**config.mk**
```make
export PLATFORM = sky130hd
export DESIGN_NAME = sd_phase_seq
export DESIGN_NICKNAME = d
export VERILOG_FILES = /design/src/rtl/sd_phase_seq.sv
export SDC_FILE = /design/constraint.sdc
export NUM_CORES = 1
export LEC_CHECK = 0
export CAP_MARGIN = 5
export CORE_MARGIN = 3
export CORE_UTILIZATION = 50
export DETAILED_ROUTE_END_ITERATION = 10
export HOLD_SLACK_MARGIN = 0.12
export PLACE_DENSITY = 0.76
export SLEW_MARGIN = 20
export SYNTH_ARGS = -nofsm -noshare
export SYNTH_HDL_FRONTEND = slang
export SYNTH_SLANG_ARGS = --single-unit
```
**constraint.sdc**
```tcl
create_clock -name clk -period 4 [get_ports clk]
set_clock_uncertainty 0.15 [all_clocks]
set_input_delay 0.8 -clock clk [delete_from_list [all_inputs] [get_ports clk]]
set_output_delay 0.8 -clock clk [all_outputs]
set_load 0.005 [all_outputs]
```
**src/rtl/sd_phase_seq.sv**
```systemverilog
// Programmable multi-phase sequencer: a start pulse runs PHASES phases of sampled length, then pulses fin.
// Optional macro SD_PHASE_SEQ_REPEAT_EN adds repeat_en for continuous re-run without a DONE cycle.
module sd_phase_seq #(
  parameter int PHASES = 4,
  parameter int CNT_W  = 8,
  parameter int IDX_W  = $clog2(PHASES)
) (
  input  logic                    clk,
  input  logic                    reset,
  input  logic                    xs,
  input  logic                    abort,
`ifdef SD_PHASE_SEQ_REPEAT_EN
  input  logic                    repeat_en,
`endif
  input  logic [PHASES*CNT_W-1:0] len,
  output logic                    busy,
  output logic [PHASES-1:0]       phase,
  output logic [IDX_W-1:0]        phase_idx,
  output logic                    fin,
  output logic                    err
);

  typedef enum logic [1:0] {S_IDLE, S_RUN, S_DONE} state_t;

  localparam logic [IDX_W-1:0] LAST = IDX_W'(PHASES - 1);

  state_t                         r_state, w_state_nx;
  logic [PHASES-1:0][CNT_W-1:0]   r_len, w_len_nx, w_len_in;
  logic [IDX_W-1:0]               r_idx, w_idx_nx, w_idx_inc;
  logic [CNT_W-1:0]               r_cnt, w_cnt_nx;
  logic                           r_err;
  logic                           w_run, w_rep, w_fin;

  assign w_len_in  = len;
  assign w_idx_inc = r_idx + IDX_W'(1);
  assign w_run     = (r_state == S_RUN);

`ifdef SD_PHASE_SEQ_REPEAT_EN
  assign w_rep = repeat_en;
`else
  assign w_rep = 1'b0;
`endif

  // A zero length is clamped to one cycle, so the counter seed is len-1 floored at 0.
  function automatic logic [CNT_W-1:0] seed_cnt(input logic [CNT_W-1:0] l);
    return (l == '0) ? '0 : l - CNT_W'(1);
  endfunction

  always_comb begin
    w_state_nx = r_state;
    w_idx_nx   = r_idx;
    w_cnt_nx   = r_cnt;
    w_len_nx   = r_len;
    w_fin      = 1'b0;
    case (r_state)
      S_IDLE, S_DONE: begin
        w_fin = (r_state == S_DONE);
        if (xs && !abort) begin
          w_state_nx = S_RUN;
          w_len_nx   = w_len_in;
          w_idx_nx   = '0;
          w_cnt_nx   = seed_cnt(w_len_in[0]);
        end else begin
          w_state_nx = S_IDLE;
        end
      end
      S_RUN: begin
        if (abort) begin
          w_state_nx = S_IDLE;
          w_idx_nx   = '0;
          w_cnt_nx   = '0;
        end else if (r_cnt != '0) begin
          w_cnt_nx = r_cnt - CNT_W'(1);
        end else if (r_idx != LAST) begin
          w_idx_nx = w_idx_inc;
          w_cnt_nx = seed_cnt(r_len[w_idx_inc]);
        end else if (w_rep) begin
          // Repeat: fin marks the last phase cycle and lengths are re-sampled live.
          w_fin    = 1'b1;
          w_len_nx = w_len_in;
          w_idx_nx = '0;
          w_cnt_nx = seed_cnt(w_len_in[0]);
        end else begin
          w_state_nx = S_DONE;
        end
      end
      default: w_state_nx = S_IDLE;
    endcase
  end

  always_ff @(posedge clk or negedge reset) begin
    if (!reset) begin
      r_state <= S_IDLE;
      r_len   <= '0;
      r_idx   <= '0;
      r_cnt   <= '0;
      r_err   <= 1'b0;
    end else begin
      r_state <= w_state_nx;
      r_len   <= w_len_nx;
      r_idx   <= w_idx_nx;
      r_cnt   <= w_cnt_nx;
      r_err   <= w_run && xs;
    end
  end

  for (genvar g = 0; g < PHASES; g++) begin : g_phase
    assign phase[g] = w_run && (r_idx == IDX_W'(g));
  end

  assign busy      = w_run;
  assign phase_idx = w_run ? r_idx : '0;
  assign fin       = w_fin;
  assign err       = r_err;

endmodule

```
# == Word level (Yosys, flattened, before mapping) ==
# Cells that the tools add are included.
# totals
output_inout_bits,9
inputBits,36
elab_cells,63
ff_bits,45
# op_classes
n_reduce_logical,18
muxes,21
n_eq_ne,11
addsub,4
order_cmp,1
# ops
cell,count
8-bit 2-to-1 mux,7
8-bit by 1-bit subtractor with 8-bit output (second input constant),3
8-bit binary-select mux with 2-bit select,1
8-bit zero test,2
2-bit 2-to-1 mux,8
8-bit one-hot mux with 2 select lines,1
2-bit one-hot mux with 2 select lines,2
8-bit nonzero test,1
2-bit == test (second input constant),3
1-bit logical AND,6
3-bit inequality test (second input constant),2
2-bit by 1-bit == test with 1-bit output (second input constant),2
2-bit zero test,2
2-bit inequality test (second input constant),2
4-bit by 2-bit inequality test with 1-bit output (second input constant),1
2-bit AND reduction,2
4-bit AND reduction,1
2-bit by 3-bit less-than comparator with 1-bit output (second input constant),1
3-bit by 2-bit inequality test with 1-bit output (second input constant),1
3-bit AND reduction,1
2-bit by 1-bit adder with 2-bit output (second input constant),1
1-bit 2-to-1 mux,2
2-bit nonzero test,1
2-bit OR reduction,1
1-bit zero test,1

# == Depth between registers and ports, before layout ==
# Gate-level depths: netlist (run 1).
# depth
depth_word,9
ltp_mapped,12
mapped_depth_nobuf,10

# == Least setup slack after synthesis (run 1) ==
# OpenSTA, ideal clock, no wires.
# synth_path
kind,register -> register
start,register r_idx[0]
end,register r_cnt[6]
period_less_slack_ns,3.219
setup_time_ns,0.067
setup_slack_ns,0.781
stages_incl_launch_ff,13
required_time_ns,3.783
t_arrival_ns,3.002
n_path_buf,2
cell_sequence,dfrtp_1 > buf_4 > inv_1 > ha_1 > clkbuf_1 > mux4_2 > inv_1 > ha_1 > inv_1 > or4_4 > or4_1 > nand2_1 > o221a_1
# synth_via
elab_chain_cells,9
elab_cells_between_ends,13
cone_classes,2 x add/sub; 2 x eq/ne; 7 x mux; 2 x reduce/logical
# synth_lines
element,line_no,source
"start, declared",29,"logic [IDX_W-1:0] r_idx, w_idx_nx, w_idx_inc;"
"start signal, assigned",101,r_idx <= w_idx_nx;
2-bit by 1-bit adder with 2-bit output,35,assign w_idx_inc = r_idx + IDX_W'(1);
8-bit binary-select mux with 2-bit select,76,w_cnt_nx = seed_cnt(r_len[w_idx_inc]);
8-bit 2-to-1 mux (implied by the code),76,
8-bit by 1-bit subtractor with 8-bit output or 8-bit zero test (tied branches),46,return (l == '0) ? '0 : l - CNT_W'(1);
8-bit 2-to-1 mux,46,
8-bit 2-to-1 mux,74,end else if (r_idx != LAST) begin
8-bit 2-to-1 mux,72,end else if (r_cnt != '0) begin
8-bit 2-to-1 mux,68,if (abort) begin
8-bit one-hot mux with 2 select lines,55,case (r_state)
"end signal, assigned",102,r_cnt <= w_cnt_nx;
"end, declared",30,"logic [CNT_W-1:0] r_cnt, w_cnt_nx;"
# Parallel ways exist; a longest one is shown, timed or not. The select of a mux whose other input is x is not followed.
# A chain may end at the register's enable or synchronous reset.

# == Worst setup path after layout (run 1) ==
# layout_path
start,register r_idx[1]
end,register r_cnt[6]
# The elaborated chain is that of the path after synthesis.

==> results of run 1 <==
==> placed cells by master, fill, tap and decap left out, types with 2 or more instances in the layout <==
master	count
buf_4	3
nor4_1	2
nand3_1	2
xor2_1	6
mux4_1	2
o21a_1	2
ha_1	9
o21ai_0	4
and2_1	9
nand2_1	10
o21ai_1	3
mux2i_1	2
a21oi_1	7
mux2_2	33
inv_1	11
or3_1	4
o22ai_1	2
mux4_2	6
nor2b_1	3
clkdlybuf4s50_1	43
nand2b_1	3
dfrtp_1	45
or4_1	4
clkbuf_8	6
xnor2_1	4
nor3_1	5
o211ai_1	3
o31ai_1	3
nor2_1	7
nor3b_1	2
==> state kept, by name, indices dropped and copies added (netlist names) <==
register and count:
r_len 32, r_cnt 8, r_idx 2, r_state 2, err 1
==> path summary, 6_finish.rpt <==
check,start,to,slack [ns]
min,r_len[3],r_len[3],0.36
min in group asynchronous,reset,err,0.51
max in group asynchronous,reset,r_len[24],2.57
max,r_idx[1],r_cnt[6],0.90
min reg2reg,r_len[3],r_len[3],0.36
max reg2reg,r_idx[1],r_cnt[6],0.90
==> cells by family (layout without fill, tap and decap cells) <==
| kind of cell | after synthesis | in the layout |
|---|---|---|
| compound gates | 41 | 41 |
| xor+xnor | 10 | 10 |
| fa+ha+maj | 9 | 9 |
| buf+inv | 23 | 66 |
| flops | 45 | 45 |
| mux | 43 | 43 |
| simple gates | 58 | 58 |
==> metal layers <==
layer	global-route usage (%)	share of wire (%)	vias up	wire length, µm
met2	32.3	48	53	2670
met5	0	0	-	0
met3	2.98	4.3	4	238
met4	6.47	1.1	0	62
li1	-	-	928	-
met1	25.1	47	961	2590
==> cell type report <==
class,count,area share (%)
Timing Repair Buffer,47,14.1
Clock buffer,7,2.66
Tap cell,67,2.58
Sequential cell,45,34.7
Inverter,11,1.27
Multi-Input combinational cell,161,43.8
Clock inverter,1,0.924
==> critical path, delay by kind of cell (launching register included) <==
kind | cells | cell delay, ns
multiplexers | 1 | 0.40
adder cells (fa/ha/maj) | 2 | 0.65
AND/OR/NAND/NOR | 3 | 1.01
flip-flops | 1 | 0.41
buffers and inverters | 3 | 0.24
AO/OA/AOI/OAI | 1 | 0.17
==> metrics by stage <==
stage | power [µW] | utilization [%] | instance area (µm²) | cells | worst slack [ns]
after global routing | 1450 | 66.2 | 3250 | 339 | 0.738
after detailed placement | 1030 | 63.8 | 3130 | 331 | 0.893
after global placement | 1020 | 63.8 | 3130 | 331 | 1.01
after CTS | 1380 | 66.2 | 3250 | 339 | 0.873
final | 1370 | 66.2 | 3250 | 339 | 0.904
after floorplan | 900 | - | 2640 | 229 | 0.781
==> Yosys cell counts, types with 2 or more instances <==
library cell and number:
dfrtp_1 45, mux2_2 33, inv_1 11, clkbuf_1 10, nand2_1 10, and2_1 9
ha_1 9, a21oi_1 7, nor2_1 7, mux4_2 6, xor2_1 6, nor3_1 5
o21ai_0 4, or3_1 4, or4_1 4, xnor2_1 4, nand2b_1 3, nor2b_1 3
nor3b_1 3, o211ai_1 3, o21ai_1 3, o31ai_1 3, mux2i_1 2, mux4_1 2
nand3_1 2, nor4_1 2, o21a_1 2, o22ai_1 2
==> report_power, final <==
group / switching [µW] / total (µW) / internal (µW)
Sequential: 76.7 / 629 / 553
Clock: 150 / 354 / 204
Combinational: 173 / 391 / 218
Total: 400 / 1370 / 974
==> reports/summary.txt, run 1 <==
Max VDD drop = 275 µV
Post-synth top area share = 42.7%
GPL Wtd Cong = 0.891
Worst EP arrival = 3.18 ns
Synth cell types = 53
Number of global-route vias before repair = 1913
Pleak = 0.00129 µW
Post-Syn Instances = 229
Detail Route Antenna Nets = 0
DIE AREA = 6180 µm²
Max-Slew Margin vs Limit = 34.1%
Via density = 5.74
Largest family of logic cells by synthesized area = multiplexers
EDFF count, synth = 0
Final Cycle Share = 77.4%
Post-Synth Adder-Cell Area = 4.27%
Synth Area per Inst = 11.5 µm²
Share of cells above drive strength 1 = 21.3%
Final max-slew violation count = 0
Multi-input logic area = 1420 µm²
Drt wl/cell = 16.4 µm
CP endpoint kind = flop
CTS tree = built
I/O pins = 45
Status = finished clean
Core Area = 4910 µm²
Mux cell area share after synthesis = 22.0%
Remaining global-route overflow = 0
Max stage delay on crit path = 0.54 ns
Min cycle time layout = 3.10 ns
PortBufs = 44
Nets = 316
Synth Area in XOR/XNOR = 3.32%
Area Growth Syn to Fin = 23.3%
Clk sink count = 45
R2R depth = 10
Area leader, netlist = dfrtp_1
Clock root buffer = clkbuf_8
Min Hold Slack = 0.358 ns
Antenna violations before repair = 0
First-pass GRT wire length = 9.18 mm
Largest net degree at the start of global routing = 46
Chip Height = 78.6 µm
Critical Path Source Type = flop
Worst-Skew Late Latency = 0.29 ns
Power Dens Cells = 423 nW/µm²
Seq. cell area = 1130 µm²
Max cap viols = 0
WL final = 5.56 mm
Yosys warning count = 0
Main flop type after synthesis = dfrtp_1
RSZ-0062 raised after global routing = no
#FFs+latches synth = 45
Simple logic cell fraction of the synthesized area = 13.1%
Total track usage = 19.2%
Detail Placement HPWL = 4.21 mm
Hold path depth = 1
Initial Util = 53.7%
Kind of critical path = reg2reg
Crit Path Max Fanout = 9
Worst slew pin tran = 0.988 ns
CTS buffer count = 5
Critical Path RT = 4.09 ns
H-tree Lvls = 2
Synth Area in Compound Gates = 11.2%
Asr flop ratio synth = 100%
# resized after CTS = 0
Synth top area cells = dfrtp_1 (43%), mux2_2 (14%), mux4_2 (5.1%)
Final Hold Viols = 0
Post-CTS Setup Repair Bufs = 0
Routed vias = 1946
Core Rows = 25
Crit-path cells = inv_1, ha_1, mux4_2, inv_1, ha_1, inv_1, or4_4, or4_1, nand2_1, o221a_1
CTS Buffer Depth = 2
DRC = 0
N_diodes = 0
Critical path's most frequent cell = inv_1
CP max stage cell = or4_4
Synthesized net count = 274
Setup violations, final = 0
Fillers = 395
Die Wd = 78.6 µm
FMAX = 0.323 GHz
Post-synthesis sequential area ratio = 42.7%
Synthesized cell area = 2640 µm²
Initial drt markers = 61
Final setup TNS = 0 ns
Hold WC Path Type = reg2reg
Worst-path clk slew = 0.08 ns
Hold-fix buffers, CTS = 0
1st-pass router iterations = 4
Note: power is estimated with default switching activity, not from simulation.
==> run 2: changes to the inputs <==
- CORE_UTILIZATION: 50 -> 48
- clock period: 4 -> 2.65 ns (I/O delays scaled with it)
==> run 2 against run 1 <==
The flow now finishes with violations (negative setup slack). Largest cell class unchanged. Critical endpoint unchanged. Largest power group unchanged. Worst setup slack lost 0.94 ns. Sequential share of layout area down 3.1 points. Global-route usage grew 1.2 points. Via count increased by 7.3%. Clock power rose by 23%. Final cell count is 11% higher. Design area rose by 9.8%. Count of clock-buffer cells in the layout decreased by 1. Register-to-register slack worse by 0.94 ns.
==> reports/summary.txt, run 2 (synthesis results as in run 1) <==
RSZ-0062 raised after global routing = yes (was no)
Critical Path RT = 2.75 ns (was 4.09 ns)
Total track usage = 20.4% (was 19.2%)
Status = complete, but fails checks (was finished clean)
Critical Path Source Type = flop (unchanged)
Initial Util = 50.6% (was 53.7%)
Die Wd = 80.1 µm (was 78.6 µm)
Hold WC Path Type = reg2reg (unchanged)
GPL Wtd Cong = 0.894 (was 0.891)
Power Dens Cells = 591 nW/µm² (was 423 nW/µm²)
Antenna violations before repair = 0 (unchanged)
Clk sink count = 45 (unchanged)
Remaining global-route overflow = 0 (unchanged)
Worst slew pin tran = 0.457 ns (was 0.988 ns)
Final Worst Setup Slack = -0.0340 ns (was 0.904 ns)
Drt wl/cell = 16.1 µm (was 16.4 µm)
Nets = 351 (was 316)
Chip Height = 80.1 µm (was 78.6 µm)
CTS tree = built (unchanged)
CP top delay family = simple AND/OR/NAND/NOR gates (unchanged)
Detail Placement HPWL = 4.68 mm (was 4.21 mm)
1st-pass router iterations = 5 (was 4)
Routed vias = 2088 (was 1946)
CP bufs+invs = 3 (unchanged)
Final setup TNS = -0.0340 ns (was 0 ns)
Crit Path Max Fanout = 6 (was 9)
Detail Route Antenna Nets = 0 (unchanged)
I/O pins = 45 (unchanged)
FMAX = 0.373 GHz (was 0.323 GHz)
Worst-path clk slew = 0.09 ns (was 0.08 ns)
Leading cell type in the layout, fill and taps excluded = dfrtp_1 (unchanged)
Pleak = 0.00146 µW (was 0.00129 µW)
Number of flip-flops in the largest register = 32 (unchanged)
WL final = 6.09 mm (was 5.56 mm)
Setup violations, final = 1 (was 0)
Min Hold Slack = 0.359 ns (was 0.358 ns)
Max stage delay on crit path = 0.47 ns (was 0.54 ns)
Failing checks = negative setup slack
Critical Path Stages = 10 (unchanged)
FF-to-FF End = r_cnt[6] (unchanged)
Hold Startpoint = r_len[21] (was r_len[3])
DRC = 0 (unchanged)
CP Launch Point = r_idx[0] (was r_idx[1])
Core Rows = 26 (was 25)
PortBufs = 44 (unchanged)
Number of global-route vias before repair = 2046 (was 1913)
Max-Slew Margin vs Limit = 68.7% (was 34.1%)
Max cap viols = 0 (unchanged)
Met2 Track Usage GR = 33.2% (was 32.3%)
Crit path to = r_cnt[6] (unchanged)
Via density = 5.54 (was 5.74)
CTS buffer count = 5 (unchanged)
Share of cells above drive strength 1 = 33.6% (was 21.3%)
Final Cycle Share = 101% (was 77.4%)
Reg2Reg Launch Point = r_idx[0] (was r_idx[1])
Crit-path cells = inv_4, ha_4, mux4_2, inv_2, ha_4, inv_2, or4_4, or4_1, nand2_1, o221a_1 (was inv_1, ha_1, mux4_2, inv_1, ha_1, inv_1, or4_4, or4_1, nand2_1, o221a_1)
Kind of critical path = reg2reg (unchanged)
CP max stage cell = or4_1 (was or4_4)
Clock root buffer = clkbuf_8 (unchanged)
Initial drt markers = 180 (was 61)
GR met3 Demand/Resource = 3.92% (was 2.98%)
Core Area = 5200 µm² (was 4910 µm²)
R2R depth = 10 (unchanged)
Met1 usage = 27.6% (was 25.1%)
Area Growth Syn to Fin = 35.4% (was 23.3%)
H-tree Lvls = 2 (unchanged)
CTS Buffer Depth = 2 (unchanged)
Largest net degree at the start of global routing = 35 (was 46)
Final max-slew violation count = 0 (unchanged)
Max VDD drop = 399 µV (was 275 µV)
First-pass GRT wire length = 10.1 mm (was 9.18 mm)
Final Hold Viols = 0 (unchanged)
N_diodes = 0 (unchanged)
Min cycle time layout = 2.68 ns (was 3.10 ns)
Worst R2R Setup Slack = -0.03 ns (was 0.90 ns)
Register with the most flip-flops = r_len (unchanged)
GRT Max-Usage Layer = met2 (unchanged)
CP endpoint kind = flop (unchanged)
Worst-Skew Late Latency = 0.31 ns (was 0.29 ns)
DIE AREA = 6420 µm² (was 6180 µm²)
Biggest regs = r_len: 32 flops, r_cnt: 8 flops (unchanged)
Most frequent cells in the layout = dfrtp_1 (45), clkdlybuf4s50_1 (43), buf_4 (36) (was dfrtp_1 (45), clkdlybuf4s50_1 (43), mux2_2 (33))
Worst EP arrival = 2.78 ns (was 3.18 ns)
run 2: changes by cell type in the layout (fill, tap and decap cells not counted), moves of 2 or more:
cell,before,now
ha_4,0,2
inv_1,11,7
inv_2,0,3
buf_4,3,36
ha_1,9,7
clkinvlp_4,0,2
run 2: power by group:
| part | switching, µW | total (µW) | leakage [µW] | internal (µW) |
|---|---|---|---|---|
| Sequential | 116 | 950 | 0.000538 | 834 |
| Clock | 248 | 434 | 0.0000374 | 186 |
| Combinational | 312 | 723 | 0.000881 | 411 |
| Total | 676 | 2110 | 0.00146 | 1430 |
run 2: repair_timing:
item	in CTS	in global routing
pin swaps	2	2
setup buffers	1	3
hold buffers	1	0
setup endpoints to repair	3	8
endpoints found under the hold margin	18	0
gates resized for setup	3	7
run 2: cell type report:
type / count / area, µm²
tap: 70 / 87.6
multi-input combinational: 161 / 1500
timing repair buffer: 82 / 727
sequential: 45 / 1130
clock buffer: 6 / 72.6
inverter: 11 / 43.8
clock inverter: 2 / 15.0
fill: 391 / 1640
run 2: worst reg2reg max path, delay by kind of cell, from the launching register on:
| family | cells | cell delay (ns) |
|---|---|---|
| muxes | 1 | 0.32 |
| adders and majority gates | 2 | 0.43 |
| AOI/OAI and AO/OA | 1 | 0.17 |
| buffers and inverters | 3 | 0.18 |
| DFF | 1 | 0.43 |
| and+or+nand+nor | 3 | 0.96 |
run 2: per-stage QoR:
stage	instances	utilization [%]	setup slack [ns]	power (µW)	area (µm²)
after CTS	374	67.4	-0.0392	2080	3510
after global placement	364	65.1	-0.0562	1610	3390
after global routing	377	68.6	-0.140	2240	3570
after detailed placement	364	65.1	-0.105	1630	3390
final	377	68.6	-0.0340	2110	3570
after floorplan	229	-	-0.309	1370	2680
run 2: routing by layer:
| metal | vias up | part of all wire, % |
|---|---|---|
| met5 | - | 0 |
| met4 | 0 | 1.6 |
| met3 | 12 | 4.1 |
| met2 | 49 | 51 |
| met1 | 1024 | 44 |
| li1 | 1003 | - |
run 2: worst min path at each step:
stage / to / slack [ns] / cells after the start
after floorplan: err / 0.08 / 0
after global placement: r_len[30] / 0.33 / 1
after detailed placement: r_len[21] / 0.34 / 1
after CTS: r_len[21] / 0.36 / 1
after global routing: r_len[21] / 0.37 / 1
final: r_len[21] / 0.36 / 1
==> run 3: changes to the inputs <==
- CORE_UTILIZATION: 48 -> 50
- CTS_BUF_LIST: unset -> sky130_fd_sc_hd__clkbuf_4
- PLACE_DENSITY: 0.76 -> 0.79
- REMOVE_ABC_BUFFERS: unset -> 1
==> run 3 against run 2 <==
The run now ends clean. Worst hold slack improved by 0.0069 ns. Count of clock-buffer cells in the layout did not move. Via count rose by 0.34%. Non-clock buffer count fell by 1. Wire length rose by 4.2%. First-iteration DRC count fell by 39%. Maximum frequency rose by 2.4%. Global-route usage rose by 1.3 points. Combinational power fell by 1%. Die area fell by 3.7%. Register-to-register slack improved by 0.06 ns.
==> reports/summary.txt, run 3 (synthesis results as in run 1) <==
Critical Path Source Type = flop (unchanged)
Sw Pwr = 660 µW (was 676 µW)
CP max stage cell = or4_4 (was or4_1)
Cell-internal power = 1450 µW (was 1430 µW)
Biggest regs = r_len: 32 flops, r_cnt: 8 flops (unchanged)
Area Growth Syn to Fin = 34.8% (was 35.4%)
Fillers = 363 (was 391)
Largest net degree at the start of global routing = 35 (unchanged)
Min cycle time layout = 2.62 ns (was 2.68 ns)
H-tree Lvls = 2 (unchanged)
Final Hold Viols = 0 (unchanged)
Final instance area = 3550 µm² (was 3570 µm²)
I/O pins = 45 (unchanged)
Worst-Skew Late Latency = 0.37 ns (was 0.31 ns)
Core Rows = 25 (was 26)
Worst slew pin tran = 0.605 ns (was 0.457 ns)
Comb pwr share = 33.9% (was 34.3%)
Pwr Total = 2110 µW (about the same)
Number of global-route vias before repair = 2101 (was 2046)
Clock root buffer = clkbuf_4 (was clkbuf_8)
Total track usage = 21.7% (was 20.4%)
Max cap viols = 0 (unchanged)
Most frequent cells in the layout = dfrtp_1 (45), clkdlybuf4s50_1 (43), mux2_2 (33) (was dfrtp_1 (45), clkdlybuf4s50_1 (43), buf_4 (36))
PortBufs = 44 (unchanged)
Chip Height = 78.6 µm (was 80.1 µm)
Clock Power Share = 21.3% (was 20.6%)
WL final = 6.34 mm (was 6.09 mm)
Register with the most flip-flops = r_len (unchanged)
Pleak = 0.00145 µW (was 0.00146 µW)
N_diodes = 0 (unchanged)
CTS tree = built (unchanged)
Max stage delay on crit path = 0.42 ns (was 0.47 ns)
R2R depth = 10 (unchanged)
Final Cycle Share = 98.9% (was 101%)
Critical Path Stages = 10 (unchanged)
DP Area = 3350 µm² (was 3390 µm²)
FMAX = 0.382 GHz (was 0.373 GHz)
Share of cells above drive strength 1 = 34.0% (was 33.6%)
Leading cell type in the layout, fill and taps excluded = dfrtp_1 (unchanged)
Final max-slew violation count = 0 (unchanged)
Clk sink count = 45 (unchanged)
Max-Slew Margin vs Limit = 59.7% (was 68.7%)
Crit Path Max Fanout = 4 (was 6)
Detail Placement HPWL = 4.74 mm (was 4.68 mm)
Drt wl/cell = 17.0 µm (was 16.1 µm)
Hold path depth = 1 (unchanged)
Crit-path cells = inv_2, ha_4, mux4_2, inv_2, ha_1, inv_1, or4_4, or4_1, nand2_1, o221a_1 (was inv_4, ha_4, mux4_2, inv_2, ha_4, inv_2, or4_4, or4_1, nand2_1, o221a_1)
Detail Route Antenna Nets = 0 (unchanged)
Routed vias = 2095 (was 2088)
Setup violations, final = 0 (was 1)
Antenna violations before repair = 0 (unchanged)
Initial Util = 53.7% (was 50.6%)
GPL Wtd Cong = 0.906 (was 0.894)
Final Worst Setup Slack = 0.0297 ns (was -0.0340 ns)
DIE AREA = 6180 µm² (was 6420 µm²)
Number of flip-flops in the largest register = 32 (unchanged)
CTS buffer count = 5 (unchanged)
Remaining global-route overflow = 0 (unchanged)
Kind of critical path = reg2reg (unchanged)
CP bufs+invs = 3 (unchanged)
CTS Buffer Depth = 2 (unchanged)
DRC = 0 (unchanged)
Worst EP arrival = 2.79 ns (was 2.78 ns)
Initial drt markers = 109 (was 180)
Critical path's most frequent cell = inv_2
Status = finished clean (was complete, but fails checks)
Via density = 5.62 (was 5.54)
Nets = 350 (was 351)
Core Area = 4910 µm² (was 5200 µm²)
CP top delay family = simple AND/OR/NAND/NOR gates (unchanged)
CP endpoint kind = flop (unchanged)
Power Dens Cells = 594 nW/µm² (was 591 nW/µm²)
Die Wd = 78.6 µm (was 80.1 µm)
Max VDD drop = 444 µV (was 399 µV)
Critical Path RT = 2.82 ns (was 2.75 ns)
Hold WC Path Type = reg2reg (unchanged)
Placement Setup Slack = -0.107 ns (was -0.105 ns)
RSZ-0062 raised after global routing = yes (unchanged)
Flop pwr share = 44.9% (was 45.1%)
Sw Ratio = 31.3% (was 32.1%)
Worst-path clk slew = 0.15 ns (was 0.09 ns)
First-pass GRT wire length = 10.3 mm (was 10.1 mm)
1st-pass router iterations = 4 (was 5)
Post-Route Utilization = 72.4% (was 68.6%)
run 3: changes by cell type in the layout (fill, tap and decap cells not counted), moves of 2 or more:
cell        previous run  this run
buf_4                 36        32
buf_6                  1         3
clkbuf_4               0         6
clkbuf_8               5         0
clkinvlp_4             2         0
mux4_1                 2         0
mux4_2                 6         8
run 3: area by class of cell:
| cell class | count | area (µm²) | area share [%] |
|---|---|---|---|
| clock inverters | 2 | 38.8 | 1.09 |
| flip-flops and latches | 45 | 1130 | 31.7 |
| inverters | 11 | 41.3 | 1.16 |
| clock buffers | 6 | 45.0 | 1.27 |
| multi-input cells | 161 | 1480 | 41.6 |
| repair buffers | 81 | 739 | 20.8 |
| well taps | 67 | 83.8 | 2.36 |
run 3: final timing paths:
| path | from | end | slack [ns] |
|---|---|---|---|
| worst max-delay path | r_idx[0] | r_cnt[6] | 0.03 |
| worst min-delay path | r_len[21] | r_len[21] | 0.37 |
| worst max register to register | r_idx[0] | r_cnt[6] | 0.03 |
| worst min register to register | r_len[21] | r_len[21] | 0.37 |
| max in group asynchronous | reset | r_len[22] | 1.20 |
| min in group asynchronous | reset | r_cnt[6] | 0.53 |
run 3: routing by layer:
| layer | global-route usage [%] | routed length, µm | vias to the layer above |
|---|---|---|---|
| met5 | 0 | 0 | - |
| met4 | 6.12 | 125 | 0 |
| met3 | 5.05 | 284 | 13 |
| met2 | 36.9 | 3130 | 67 |
| met1 | 27.5 | 2800 | 1013 |
| li1 | - | - | 1002 |
run 3: per-stage QoR:
stage	std cells	hold WS (ns)	setup TNS [ns]
3_5_place_dp	358	0.340	-0.172
6_report	373	0.366	0
3_3_place_gp	358	0.332	-0.0583
2_1_floorplan	217	0.0844	-53.56
4_1_cts	370	0.373	-0.00810
5_1_grt	373	0.389	-0.165
run 3: what timing repair did:
item / in CTS / in global routing
gates resized for setup: 9 / 10
endpoints found under the setup margin: 3 / 9
hold buffers: 1 / 0
pin swaps: 3 / 2
hold endpoints to repair: 24 / 0
setup buffers: 3 / 3
run 3: power groups by stage:
| stage | clock, µW | sequential [µW] | combinational [µW] |
|---|---|---|---|
| floorplan | 0 | 923 | 428 |
| global placement | 0 | 953 | 653 |
| detailed placement | 0 | 961 | 670 |
| CTS | 457 | 946 | 684 |
| global route | 497 | 970 | 784 |
| finish | 449 | 947 | 716 |
